`config.mk`:
```
export PLATFORM = sky130hd
export DESIGN_NAME = logic_gate_engine
export DESIGN_NICKNAME = d
export VERILOG_FILES = /design/src/rtl/logic_gate_engine.sv
export SDC_FILE = /design/constraint.sdc
export NUM_CORES = 1
export LEC_CHECK = 0
export ABC_AREA = 1
export CORE_MARGIN = 2
export CORE_UTILIZATION = 23
export DETAILED_ROUTE_END_ITERATION = 6
export PLACE_DENSITY_LB_ADDON = 0.15
export REMOVE_ABC_BUFFERS = 1
export SYNTH_ARGS = -nofsm -noshare
export SYNTH_HDL_FRONTEND = slang
export SYNTH_SLANG_ARGS = --single-unit
```
`constraint.sdc`:
```
create_clock -name clk -period 2.65 [get_ports clk]
set_input_delay 0.3975 -clock clk [delete_from_list [all_inputs] [get_ports clk]]
set_output_delay 0.3975 -clock clk [all_outputs]
set_load 0.005 [all_outputs]
```
`src/rtl/logic_gate_engine.sv`:
```
// Registered bitwise gate engine with valid/ready handshake and a built-in
// 32-vector truth-table self-check sweep that reuses the output register.
module logic_gate_engine #(
    parameter int WIDTH = 8
) (
    input  logic             clk,
    input  logic             rst,
    input  logic             in_valid,
    output logic             in_ready,
    input  logic [2:0]       op,
    input  logic [WIDTH-1:0] a,
    input  logic [WIDTH-1:0] b,
    output logic             out_valid,
    input  logic             out_ready,
    output logic [WIDTH-1:0] y,
    input  logic             sweep_start,
    input  logic             inj_fault,
    output logic             sweep_busy,
    output logic             sweep_done,
    output logic [5:0]       sweep_err_cnt
);

    typedef enum logic [1:0] {
        IDLE,
        RUN,
        DRAIN,
        DONE
    } state_t;

    // Golden truth table, bit index {op, a, b}; kept independent of gate().
    localparam logic [31:0] GOLDEN = 32'hC961_73E8;

    state_t           state_q;
    logic [4:0]       k_q;
    logic [WIDTH-1:0] y_q, y_d;
    logic             out_valid_q, out_valid_d;
    logic             chk_valid_q;
    logic [4:0]       chk_k_q;
    logic [5:0]       err_cnt_q;

    logic             in_acc;
    logic             out_cons;
    logic             start_ok;
    logic             chk_miss;
    logic [WIDTH-1:0] ext_res;
    logic [WIDTH-1:0] int_res;

    function automatic logic [WIDTH-1:0] gate(
        input logic [2:0]       sel,
        input logic [WIDTH-1:0] opa,
        input logic [WIDTH-1:0] opb
    );
        logic [WIDTH-1:0] r;
        case (sel)
            3'd0:    r = opa & opb;
            3'd1:    r = opa | opb;
            3'd2:    r = ~opa;
            3'd3:    r = ~(opa & opb);
            3'd4:    r = ~(opa | opb);
            3'd5:    r = opa ^ opb;
            3'd6:    r = ~(opa ^ opb);
            default: r = opa;
        endcase
        return r;
    endfunction

    always_comb begin
        ext_res    = gate(op, a, b);
        ext_res[0] = ext_res[0] ^ inj_fault;
        int_res    = gate(k_q[4:2], {WIDTH{k_q[1]}}, {WIDTH{k_q[0]}});
        int_res[0] = int_res[0] ^ inj_fault;
    end

    assign in_ready = (state_q == IDLE) && !rst && (!out_valid_q || out_ready);
    assign in_acc   = in_valid && in_ready;
    assign out_cons = out_valid_q && out_ready;
    assign start_ok = (state_q == IDLE) && sweep_start && !out_valid_q && !in_acc;
    assign chk_miss = chk_valid_q && (y_q != {WIDTH{GOLDEN[chk_k_q]}});

    // Output register is shared: external beats in IDLE, sweep vectors in RUN.
    always_comb begin
        y_d         = y_q;
        out_valid_d = out_valid_q;
        case (state_q)
            IDLE: begin
                if (in_acc) begin
                    y_d         = ext_res;
                    out_valid_d = 1'b1;
                end else if (out_cons) begin
                    out_valid_d = 1'b0;
                end
            end
            RUN:     y_d = int_res;
            default: y_d = y_q;
        endcase
    end

    always_ff @(posedge clk) begin
        if (rst) begin
            state_q     <= IDLE;
            k_q         <= 5'd0;
            y_q         <= '0;
            out_valid_q <= 1'b0;
            chk_valid_q <= 1'b0;
            chk_k_q     <= 5'd0;
            err_cnt_q   <= 6'd0;
        end else begin
            y_q         <= y_d;
            out_valid_q <= out_valid_d;
            chk_valid_q <= 1'b0;
            if (chk_miss) begin
                err_cnt_q <= err_cnt_q + 6'd1;
            end
            case (state_q)
                IDLE: begin
                    if (start_ok) begin
                        state_q   <= RUN;
                        k_q       <= 5'd0;
                        err_cnt_q <= 6'd0;
                    end
                end
                RUN: begin
                    chk_valid_q <= 1'b1;
                    chk_k_q     <= k_q;
                    k_q         <= k_q + 5'd1;
                    if (k_q == 5'd31) begin
                        state_q <= DRAIN;
                    end
                end
                DRAIN:   state_q <= DONE;
                DONE:    state_q <= IDLE;
                default: state_q <= IDLE;
            endcase
        end
    end

    assign out_valid     = out_valid_q;
    assign y             = y_q;
    assign sweep_busy    = (state_q == RUN) || (state_q == DRAIN);
    assign sweep_done    = (state_q == DONE);
    assign sweep_err_cnt = err_cnt_q;

endmodule
```
-- Word-level counts from Yosys, hierarchy flattened
Memories as Yosys holds them, arrays and structs flattened. A register that Yosys moved wholly into a read port is not among the register bits.
Index checks and enable logic that the tools add are counted.
- equal/unequal tests: 20
- $lt $le $gt $ge: 1
- reduce and logical (&&, ||, !) cells: 22
- add/sub/neg operators: 2
- bitwise operators: 16
- multiplexer cells: 18
- operator list (cell ; number):
    $pmux W8 S7 ; 2
    $not A8 Y8 ; 8
    $eq A3 B3 Y1 const B ; 6
    $mux W6 ; 3
    $and A8 B8 Y8 ; 2
    $or A8 B8 Y8 ; 2
    $pmux W8 S2 ; 1
    $xor A8 B8 Y8 ; 2
    $mux W5 ; 3
    $eq A3 B2 Y1 const B ; 4
    $pmux W5 S2 ; 1
    $logic_and A1 B1 Y1 ; 8
    $mux W8 ; 1
    $ne A8 B8 Y1 ; 1
    $pmux W2 S4 ; 1
    $reduce_and A2 Y1 ; 4
    $add A6 B1 Y6 const B ; 1
    $eq A3 B1 Y1 const B ; 2
    $logic_not A3 Y1 ; 2
    $lt A5 B6 Y1 const B ; 1
    $ne A2 B2 Y1 const B ; 3
    $add A5 B1 Y5 const B ; 1
    $eq A5 B5 Y1 const B ; 1
    $eq A2 B2 Y1 const B ; 2
    8 further kinds ; 17
- bits in registers: 28
- input bits: 25
- output and inout bits: 18
- memories: 1
- bits in read-only memories: 32
- word-level logic and storage cells: 87
- memories (name ; depth ; bits a word ; rd ports ; clocked after memory_dff ; wr ports ; line ; source):
    (no name shown) ; 32 ; 1 ; 1 ; 1 ; 0 ; 78 ; assign chk_miss = chk_valid_q && (y_q != {WIDTH{GOLDEN[chk_k_q]}});

-- Depth between registers and ports, before layout
- depth in word-level cells: 8
- depth in mapped cells: 14
- gate-level depth less buffers: 14

-- Least setup slack after synthesis
OpenSTA, ideal clock, no wires.
- path type: register -> register
- start: register state_q[1]
- end: register with a tool-made name
- clock period less this slack: 1.902 ns
- stages on the path, launching flop included: 12
- arrival time: 1.783 ns
- setup time: 0.119 ns
- path buffers: 2
- slack: 0.748 ns
- required time: 2.531 ns
- cell sequence: dfxtp_1 -> inv_1 -> ha_1 -> buf_4 -> buf_2 -> nor2_1 -> nor3_1 -> ha_1 -> nand2_1 -> nand3_1 -> a21oi_1 -> a21oi_1
- RTL lines (what ; line ; source):
    start, declared ; 33 ; state_t state_q;
    start signal, assigned ; 100 ; state_q <= IDLE;
    start signal, assigned ; 117 ; state_q <= RUN;
    start signal, assigned ; 127 ; state_q <= DRAIN;

-- Worst setup path in the final report
- start: register state_q[0]
- end: output in_ready
- word-level cells in the longest chain between the ends: 3
- RTL lines (what ; line ; source):
    $logic_not A2 Y1 ; 74 ; assign in_ready = (state_q == IDLE) && !rst && (!out_valid_q || out_ready);
    $logic_and A1 B1 Y1 (2 in series) ; 74 ;
    end, declared ; 9 ; output logic in_ready,
Every way passes these cells.

==> flow_metrics.tcl <==
set metrics [dict create \
    run_status "completed" \
    finalSetupTns_ns 0 \
    grt_antenna_before_repair 0 \
    detail_route.wirelength_mm 6.52 \
    fp.coreArea_um2 10300 \
    globalRouteTotalUtil_pct 11.7 \
    ir_drop_v 0.000278 \
    crit_type "flip-flop to output port" \
    die_h_um 107 \
    postRouteAntennaNets 0 \
    end_kind "output port" \
    power.density_cell_area_nw_per_um2 701 \
    cts_resized 0 \
    ys.warnings.count 0 \
    worstMarginPinSlew_ns 0.396 \
    grt_pass1_vias 2367 \
    most_frequently_used_flop_master_after_synthesis "dfxtp_1" \
    hold_class "flip-flop to flip-flop" \
    start_util_pct 23.8 \
    achievable-frequency_ghz 0.443 \
    final-max-slew-violation-count 0 \
    grt_start_max_net_pins 13 \
    post_synth_num_cell_types 35 \
    rows 37 \
    num_vias 2472 \
    cts_hold_buffers 0 \
    netlist_area_um2 2460 \
    drt-initial-drc-count 86 \
    final_cell_count_no_fill 571 \
    combPwrFrac_pct 50.5 \
    fp.dieArea_um2 11500 \
    finalHoldViolCount 0 \
    power.share.sequential_pct 28.0 \
    crit_fanout 4 \
    clk_path_buf_depth 2 \
    arrival_ns 1.86 \
    finalClockSkew_ns 0.00541 \
    fin_crit_ns 2.26 \
    htreeDepth 2 \
    drc_errors 0 \
    p_switching_mw 0.885 \
    detailedPlacementHpwl_mm 5.10 \
    drt_first_pass_iters 4 \
    layout_worst_path_cycle_share_pct 85.1 \
    grt_overflow 0 \
    avgRoutedWirePerCell_um 11.4 \
    cts_setup_buffers 0 \
    cts_sinks 29 \
    io-pin-count 43 \
    power.internal_mw 1.33 \
    numCtsBuffers 5 \
    grt_pass1_wl_mm 11.0 \
    power.switching_fraction_pct 40.0 \
    die-width_um 107 \
    gp_congestion 0.769 \
    drt-vias-per-instance 4.33 \
    max-slew-margin-rel_pct 73.4 \
    worstSkewPairLatency_ns 0.27 \
    yosys_register_bits 29 \
    grt_setup_unrepaired "false" \
    cp-start-kind "flip-flop" \
    power.share.clock_pct 21.5 \
    finish.net_count 487 \
    setup_violations 0 \
    layout_cells_sized_above_1_pct 7.59 \
    clock_tree.root_cell "clkbuf_8" \
    cts_tree "yes" \
    worst_ep_required_time_ns 2.25 \
    placedCellCount 563 \
    num_antenna_cells 0 \
    place.port_buffers 42 \
    synth_enable_flop_cells 0 \
    drv_cap 0 \
    synth_async_sr_flop_share_pct 0 \
    synth_sequential_area_ratio_pct 23.6 \
    power.leakage_nw 1.56 \
    flow.area_growth_from_synthesis_pct 28.4 \
    clkTransAtPathRegs_ns 0.07 \
    synthesis.area_per_instance_um2 6.33 \
    syn_inst 388 \
]
-- kinds of logic (layout without fill, tap and decap cells) --
group                    after synthesis  count (layout)  share of synthesized area [%]
flip-flops                            29              29                           23.6
AND/OR/NAND/NOR                      188             188                           34.2
AO/OA/AOI/OAI                         63              63                           14.3
XOR/XNOR                               4               4                           1.43
buffers and inverters                 76             123                           12.2
adder cells (fa/ha/maj)               28              28                           14.3
-- synthesized netlist by cell type, types with 2 or more instances --
library cell	n	area share, %
nand2_1	97	15
nand2_2	2	0.51
inv_2	4	0.61
dfxtp_1	29	24
nor3_1	6	1.2
inv_4	2	0.51
nor2_2	2	0.51
nand4_1	7	1.8
nand2_4	2	0.92
o22ai_1	4	1.0
nor2_1	38	5.8
nand3_1	23	4.7
xnor2_1	3	1.1
ha_1	28	14
or2_2	5	1.3
buf_2	3	0.61
o21ai_1	4	0.82
inv_1	64	9.8
a21oi_1	24	4.9
o31ai_1	3	0.92
o21ai_0	24	4.9
-- power groups by stage --
| stage | combinational (mW) | sequential (mW) | clock, mW |
|---|---|---|---|
| floorplan | 0.738 | 0.609 | 0 |
| global placement | 1.12 | 0.634 | 0 |
| detailed placement | 1.12 | 0.632 | 0 |
| CTS | 1.13 | 0.623 | 0.489 |
| global route | 1.30 | 0.636 | 0.512 |
| finish | 1.12 | 0.620 | 0.475 |
-- cell usage in the layout, fill, tap and decap left out, types with 2 or more instances in the layout --
cell             count
nand3_1             23
nor2_1              38
ha_1                28
a21oi_1             24
o22ai_1              4
inv_2                4
nand2_1             97
clkbuf_8             6
xnor2_1              3
clkdlybuf4s50_1     42
dfxtp_1             29
nor2_2               2
inv_1               64
nand4_1              7
or2_2                5
inv_4                2
nand2_2              2
o31ai_1              3
nand2_4              2
o21ai_1              4
buf_4                3
o21ai_0             24
nor3_1               6
-- area by class of cell --
class	count	area (µm²)
fillers	1142	7170
multi-input cells	283	1580
flip-flops and latches	29	581
repair buffers	45	443
inverters	70	268
well taps	136	170
clock buffers	7	86.3
clock inverters	1	30.0
-- worst max-delay path: stages (launching register included) --
cell             delay, ns
dfxtp_1               0.33
inv_1                 0.13
ha_1                  0.26
inv_2                 0.06
o21ai_2               0.17
inv_1                 0.05
nor2_1                0.09
clkdlybuf4s50_1       0.50
-- stage by stage --
step                hold slack (ns)  setup slack [ns]  cell area, µm²  power, mW  util (%)
detailed placement            0.494             0.452            3040       1.75      29.4
global placement              0.493             0.539            3040       1.75      29.4
finish                        0.495             0.394            3150       2.21      30.6
global route                  0.524             0.227            3150       2.44      30.6
floorplan                     0.466             0.705            2420       1.35         -
CTS                           0.505             0.372            3150       2.24      30.6
-- state kept, by name, indices dropped and copies added (netlist names), named ones only --
signal,flops
k_q,5
out_valid,1
y,8
chk_valid_q,1
chk_k_q,5
state_q,2
sweep_err_cnt,6
-- routing by layer --
metal | GRT usage [%] | vias up | wire (µm) | share of wire (%)
met1 | 15.9 | 1108 | 3240 | 50
met2 | 19.7 | 37 | 2990 | 46
met4 | 1.65 | 0 | 21 | 0.32
li1 | - | 1325 | - | -
met5 | 0 | - | 0 | 0
met3 | 2.24 | 2 | 266 | 4.1
-- worst paths after layout --
check / slack [ns] / depth (start not counted) / from / to
hold reg to reg: 0.49 / 2 / sweep_err_cnt[5]$_SDFF_PP0_ / sweep_err_cnt[5]$_SDFF_PP0_
setup reg to reg: 0.54 / 10 / state_q[1]$_SDFFE_PP0P_ / flip-flop
hold / removal: 0.49 / 2 / sweep_err_cnt[5]$_SDFF_PP0_ / sweep_err_cnt[5]$_SDFF_PP0_
setup / recovery: 0.39 / 7 / state_q[0]$_SDFFE_PP0P_ / in_ready
Note: power is estimated with default switching activity, not from simulation.
